## src/rtl/early_debouncer_if.sv

```systemverilog
// Switch-side signal bundle for early_debouncer: raw input and timebase in,
// clean level, edge pulses and lockout status out.
interface early_debouncer_if;
  logic sw;
  logic tick;
  logic db;
  logic db_rise;
  logic db_fall;
  logic busy;

  modport master (output sw, tick, input db, db_rise, db_fall, busy);
  modport slave  (input sw, tick, output db, db_rise, db_fall, busy);
endinterface

```

## src/rtl/early_debouncer.sv

```systemverilog
// Leading-edge switch debouncer: passes the first edge at once, then ignores the
// input for N_TICKS timebase ticks. Define EARLY_DB_SYNC_EN to add a 2-flop input synchronizer.
module early_debouncer #(
  parameter int N_TICKS = 20
) (
  input  logic           clk,
  input  logic           reset_n,
  early_debouncer_if.slave bus
);

  localparam int CW = $clog2(N_TICKS + 1);

  if (N_TICKS < 1) begin : g_bad_n_ticks
    $error("early_debouncer: N_TICKS must be >= 1");
  end

  typedef enum logic [1:0] {
    ZERO  = 2'd0,
    WAIT1 = 2'd1,
    ONE   = 2'd2,
    WAIT0 = 2'd3
  } state_t;

  state_t        state, state_nx;
  logic [CW-1:0] cnt, cnt_nx;
  logic          rise_q, rise_nx;
  logic          fall_q, fall_nx;
  logic          sw_s;

`ifdef EARLY_DB_SYNC_EN
  logic [1:0] sync_q;

  always_ff @(posedge clk or negedge reset_n) begin
    if (!reset_n) sync_q <= '0;
    else          sync_q <= {sync_q[0], bus.sw};
  end

  assign sw_s = sync_q[1];
`else
  assign sw_s = bus.sw;
`endif

  always_ff @(posedge clk or negedge reset_n) begin
    if (!reset_n) begin
      state  <= ZERO;
      cnt    <= '0;
      rise_q <= 1'b0;
      fall_q <= 1'b0;
    end else begin
      state  <= state_nx;
      cnt    <= cnt_nx;
      rise_q <= rise_nx;
      fall_q <= fall_nx;
    end
  end

  // The counter is cleared on entry to a WAIT state, so a tick coinciding with
  // entry is never counted; exit happens on the N_TICKS-th counted tick.
  always_comb begin
    state_nx = state;
    cnt_nx   = cnt;
    rise_nx  = 1'b0;
    fall_nx  = 1'b0;
    unique case (state)
      ZERO: begin
        if (sw_s) begin
          state_nx = WAIT1;
          cnt_nx   = '0;
          rise_nx  = 1'b1;
        end
      end
      WAIT1: begin
        if (bus.tick) begin
          if (cnt == CW'(N_TICKS - 1)) state_nx = ONE;
          else                         cnt_nx   = cnt + CW'(1);
        end
      end
      ONE: begin
        if (!sw_s) begin
          state_nx = WAIT0;
          cnt_nx   = '0;
          fall_nx  = 1'b1;
        end
      end
      WAIT0: begin
        if (bus.tick) begin
          if (cnt == CW'(N_TICKS - 1)) state_nx = ZERO;
          else                         cnt_nx   = cnt + CW'(1);
        end
      end
      default: state_nx = ZERO;
    endcase
  end

  assign bus.db      = (state == WAIT1) || (state == ONE);
  assign bus.busy    = (state == WAIT1) || (state == WAIT0);
  assign bus.db_rise = rise_q;
  assign bus.db_fall = fall_q;

endmodule
```

## src/flat_wrapper.sv

```systemverilog
// flat-port wrapper written by rule: the top's interface ports become plain ports
module early_debouncer_flat 
#(
  parameter int N_TICKS = 20
)
  (clk, reset_n, bus_sw, bus_tick, bus_db, bus_db_rise, bus_db_fall, bus_busy);
  early_debouncer_if bus_i ();
  input  logic clk;
  input  logic reset_n;
  input wire logic [$bits(bus_i.sw)-1:0] bus_sw;
  input wire logic [$bits(bus_i.tick)-1:0] bus_tick;
  output wire logic [$bits(bus_i.db)-1:0] bus_db;
  output wire logic [$bits(bus_i.db_rise)-1:0] bus_db_rise;
  output wire logic [$bits(bus_i.db_fall)-1:0] bus_db_fall;
  output wire logic [$bits(bus_i.busy)-1:0] bus_busy;
  assign bus_i.sw = bus_sw;
  assign bus_i.tick = bus_tick;
  assign bus_db = bus_i.db;
  assign bus_db_rise = bus_i.db_rise;
  assign bus_db_fall = bus_i.db_fall;
  assign bus_busy = bus_i.busy;
  early_debouncer #(.N_TICKS(N_TICKS)) u_core (.clk(clk), .reset_n(reset_n), .bus(bus_i));
endmodule
```

## config.mk

```make
export PLATFORM = sky130hd
export DESIGN_NAME = early_debouncer_flat
export DESIGN_NICKNAME = d
export VERILOG_FILES = /design/src/rtl/early_debouncer_if.sv /design/src/rtl/early_debouncer.sv /design/src/flat_wrapper.sv
export SDC_FILE = /design/constraint.sdc
export NUM_CORES = 1
export LEC_CHECK = 0
export BUFFER_PORTS_ARGS = -buffer_cell sky130_fd_sc_hd__buf_2
export CORE_AREA = 2 2 39 41
export CTS_CLUSTER_SIZE = 20
export DETAILED_ROUTE_END_ITERATION = 6
export DIE_AREA = 0 0 41 43
export GPL_ROUTABILITY_DRIVEN = 0
export PLACE_DENSITY = 0.64
export SYNTH_ARGS = -nofsm -noshare
export SYNTH_HDL_FRONTEND = slang
export SYNTH_SLANG_ARGS = --single-unit
```

## constraint.sdc

```tcl
create_clock -name clk -period 1.7 [get_ports clk]
set_input_delay 0.085 -clock clk [delete_from_list [all_inputs] [get_ports clk]]
set_output_delay 0.085 -clock clk [all_outputs]
set_load 0.1 [all_outputs]
```

==> tab_implementation.tex <==
\begin{tabular}{lr}
\hline
Metric & Value \\
\hline
\multicolumn{2}{l}{\textbf{Run status}} \\
\quad Outcome & finished clean \\
\multicolumn{2}{l}{\textbf{Yosys}} \\
\quad FFs w/ async S/R, synth & 1.00 \\
\quad Synth Register Bits & 9 \\
\quad Count of warnings emitted by yosys & 0 \\
\quad Library cell with the highest instance count after synthesis & sky130\_fd\_sc\_hd\_\_dfrtp\_1 \\
\quad Top FF cell, synth & sky130\_fd\_sc\_hd\_\_dfrtp\_1 \\
\quad Instance count of the mapped netlist & 47 \\
\quad Synth unique cells & 23 \\
\quad Part of the Yosys area used for sequential elements & 0.391 \\
\quad Number of synthesized flops with an enable pin & 0 \\
\quad Leading post-synthesis cells by instance count & sky130\_fd\_sc\_hd\_\_dfrtp\_1, sky130\_fd\_sc\_hd\_\_ha\_1, sky130\_fd\_sc\_hd\_\_inv\_1, sky130\_fd\_sc\_hd\_\_nor2\_1 \\
\quad Dominant cells by area after synthesis & sky130\_fd\_sc\_hd\_\_dfrtp\_1, sky130\_fd\_sc\_hd\_\_ha\_1, sky130\_fd\_sc\_hd\_\_mux2\_4 \\
\quad Area share of the largest cell type after synthesis & 0.391 \\
\quad Synth Cell Area & 576 um\^{}2 \\
\quad Syn avg cell area & 12.2 um\^{}2 \\
\quad Most area-hungry cell type in the Yosys netlist & sky130\_fd\_sc\_hd\_\_dfrtp\_1 \\
\quad Number of nets produced by synthesis & 56 \\
\multicolumn{2}{l}{\textbf{Setup path}} \\
\quad Worst reg2reg endpoint & u\_core.state[1] \\
\quad CP Data Required Time & 1.86 ns \\
\quad Logic depth of the worst register-to-register path & 5 \\
\quad Source of the worst register-to-register timing path & u\_core.state[0] \\
\quad Nature of the critical path endpoint & register \\
\quad Data arrival at the endpoint of the critical path & 1.76 ns \\
\quad Crit. Startpoint & u\_core.state[0] \\
\quad Setup slack of the most critical reg-to-reg path & 0.11 ns \\
\quad Category of the worst setup path launch point & register \\
\quad Critical path start-end classification & register to register \\
\quad Highest net fanout along the worst path & 6 \\
\quad Termination of the worst setup path & u\_core.state[1] \\
\multicolumn{2}{l}{\textbf{Global route}} \\
\quad Global-route usage over all layers & 0.154 \\
\quad Total congestion overflow after global routing & 0 \\
\quad Pin count of the biggest net entering global routing & 10 \\
\quad Initial antenna violation count & 0 \\
\quad Global-route wire length before repair & 1760 um \\
\quad Vias in the first global route & 394 \\
\multicolumn{2}{l}{\textbf{Timing}} \\
\quad Number of hold violations in the final report & 0 \\
\quad Summed negative setup slack over all endpoints & 0 ns \\
\quad Period utilisation layout & 0.938 \\
\quad Fmax achieved & 0.627 GHz \\
\quad Minimum hold slack & 0.102 ns \\
\quad Slew Limit Fails & 0 \\
\quad Slew at the pin with the worst max-slew slack & 0.485 ns \\
\quad Worst Clk Skew & 0.000361 ns \\
\quad Remaining max-slew budget at the tightest pin & 0.679 \\
\quad Minimum clock period after layout & 1.59 ns \\
\quad Setup-failing EPs final & 0 \\
\multicolumn{2}{l}{\textbf{Floorplan}} \\
\quad Area of the core & 1380 um\^{}2 \\
\quad Total I/O pin count & 8 \\
\quad Die ar. & 1760 um\^{}2 \\
\quad Vertical die dimension & 43 um \\
\quad Placement Rows & 14 \\
\quad Starting utilization of the core area & 0.416 \\
\quad Die extent in x & 41 um \\
\multicolumn{2}{l}{\textbf{Routing}} \\
\quad DRT antenna net count & 0 \\
\quad Post-detailed-route wirelength per cell & 13.1 um \\
\quad Number of design-rule violations left by the first detailed-router iteration & 1 \\
\quad Post-detailed-route via-to-cell ratio & 5.55 \\
\quad Final wirelength & 997 um \\
\quad Total DRC errors in the routed layout & 0 \\
\quad Vias & 422 \\
\quad First-pass iteration count of the detailed router & 4 \\
\multicolumn{2}{l}{\textbf{Cells and area}} \\
\quad Fraction of final layout cells sized beyond drive strength 1 & 0.367 \\
\quad Antenna diode instance count & 0 \\
\quad Number of nets in the layout & 70 \\
\quad Area grow syn2layout & 20.0\% \\
\multicolumn{2}{l}{\textbf{Clocking}} \\
\quad Clock insertion delay at the later pin of the skew report & 0.27 ns \\
\quad Clock input transition at the sequential cells of the worst setup and hold paths & 0.07 ns \\
\quad Buffers from clock root to sink, at most & 2 \\
\quad Sinks on the clock net & 9 \\
\quad Number of H-tree levels & 1 \\
\quad TritonCTS clock tree & done \\
\quad Clock root buffer & sky130\_fd\_sc\_hd\_\_clkbuf\_4 \\
\quad Number of cells upsized or downsized after cts & 0 \\
\quad Total clock buffers created by CTS & 3 \\
\multicolumn{2}{l}{\textbf{Placement}} \\
\quad Count of buffers from port buffering & 7 \\
\quad HPWL after detailed placement & 730 um \\
\multicolumn{2}{l}{\textbf{Worst hold path}} \\
\quad HP Class & primary input to register \\
\multicolumn{2}{l}{\textbf{Job}} \\
\quad Max-Cap Viols & 0 \\
\hline
\end{tabular}
==> cell usage in the layout, fill, tap and decap left out, types with 2 or more instances in the layout <==
cell type / count
sky130_fd_sc_hd__mux2_4: 2
sky130_fd_sc_hd__dfrtp_1: 9
sky130_fd_sc_hd__o211ai_2: 2
sky130_fd_sc_hd__a211o_1: 2
sky130_fd_sc_hd__buf_2: 6
sky130_fd_sc_hd__and3_1: 2
sky130_fd_sc_hd__nor2_1: 3
sky130_fd_sc_hd__clkbuf_4: 3
sky130_fd_sc_hd__a32o_1: 2
sky130_fd_sc_hd__a21boi_0: 2
sky130_fd_sc_hd__ha_1: 5
sky130_fd_sc_hd__inv_1: 3
sky130_fd_sc_hd__nor3_1: 2
sky130_fd_sc_hd__nand3_1: 2
==> logic make-up after synthesis <==
family	synth area share
AND/OR/NAND/NOR	0.191
AO/OA/AOI/OAI	0.180
adder cells (fa/ha/maj)	0.109
multiplexers	0.109
buffers and inverters	0.0196
flip-flops	0.391
==> worst max-delay path, cell delays in order (launching register included) <==
cell and delay, ns:
sky130_fd_sc_hd__dfrtp_1 0.39, sky130_fd_sc_hd__inv_1 0.10, sky130_fd_sc_hd__ha_1 0.26, sky130_fd_sc_hd__mux2i_4 0.26, sky130_fd_sc_hd__o211ai_2 0.17, sky130_fd_sc_hd__mux2_4 0.31
==> timing repair <==
action / 4_1_cts / 5_1_grt
setup buffers: 0 / 1
setup endpoints to repair: 0 / 2
endpoints found under the hold margin: 9 / 0
hold buffers: 1 / 0
==> layer usage <==
metal	GRT usage	share of wire
met1	0.209	0.45
met5	0	0
met2	0.203	0.47
met3	0.0942	0.065
met4	0.0400	0.016
==> per-stage QoR <==
step	util	area, um^2	cells	setup slack [ns]
detailed placement	0.467	646	70	0.100
global placement	0.467	646	70	0.116
global route	0.499	691	76	-0.00634
floorplan	-	576	47	-0.204
CTS	0.494	683	75	0.0929
finish	0.499	691	76	0.106
==> registers in the layout, indices dropped and copies added (netlist names) <==
name                cells
u_core.bus.db_fall      1
u_core.bus.db_rise      1
u_core.cnt              5
u_core.state            2
==> worst min path at each step <==
stage	from	end	slack, ns	cells past startpoint
2_1_floorplan	reset_n	u_core.bus.db_fall	-0.21	0
3_3_place_gp	reset_n	u_core.cnt[4]	-0.05	1
3_5_place_dp	reset_n	u_core.cnt[2]	-0.05	1
4_1_cts	bus_sw	u_core.bus.db_rise	0.11	2
5_1_grt	bus_sw	u_core.bus.db_rise	0.11	2
6_report	bus_sw	u_core.bus.db_rise	0.10	2
==> layout make-up <==
type / count / area, um^2
Clock buffer: 3 / 22.5
Multi-Input combinational cell: 35 / 339
Sequential cell: 9 / 225
Fill cell: 127 / 693
Tap cell: 16 / 20.0
Inverter: 3 / 11.3
Clock inverter: 1 / 5.00
Timing Repair Buffer: 9 / 67.6
Power is left out: the tool's default activity adds up to more than one toggle a clock period on the data nets, which glitch-free logic cannot reach.
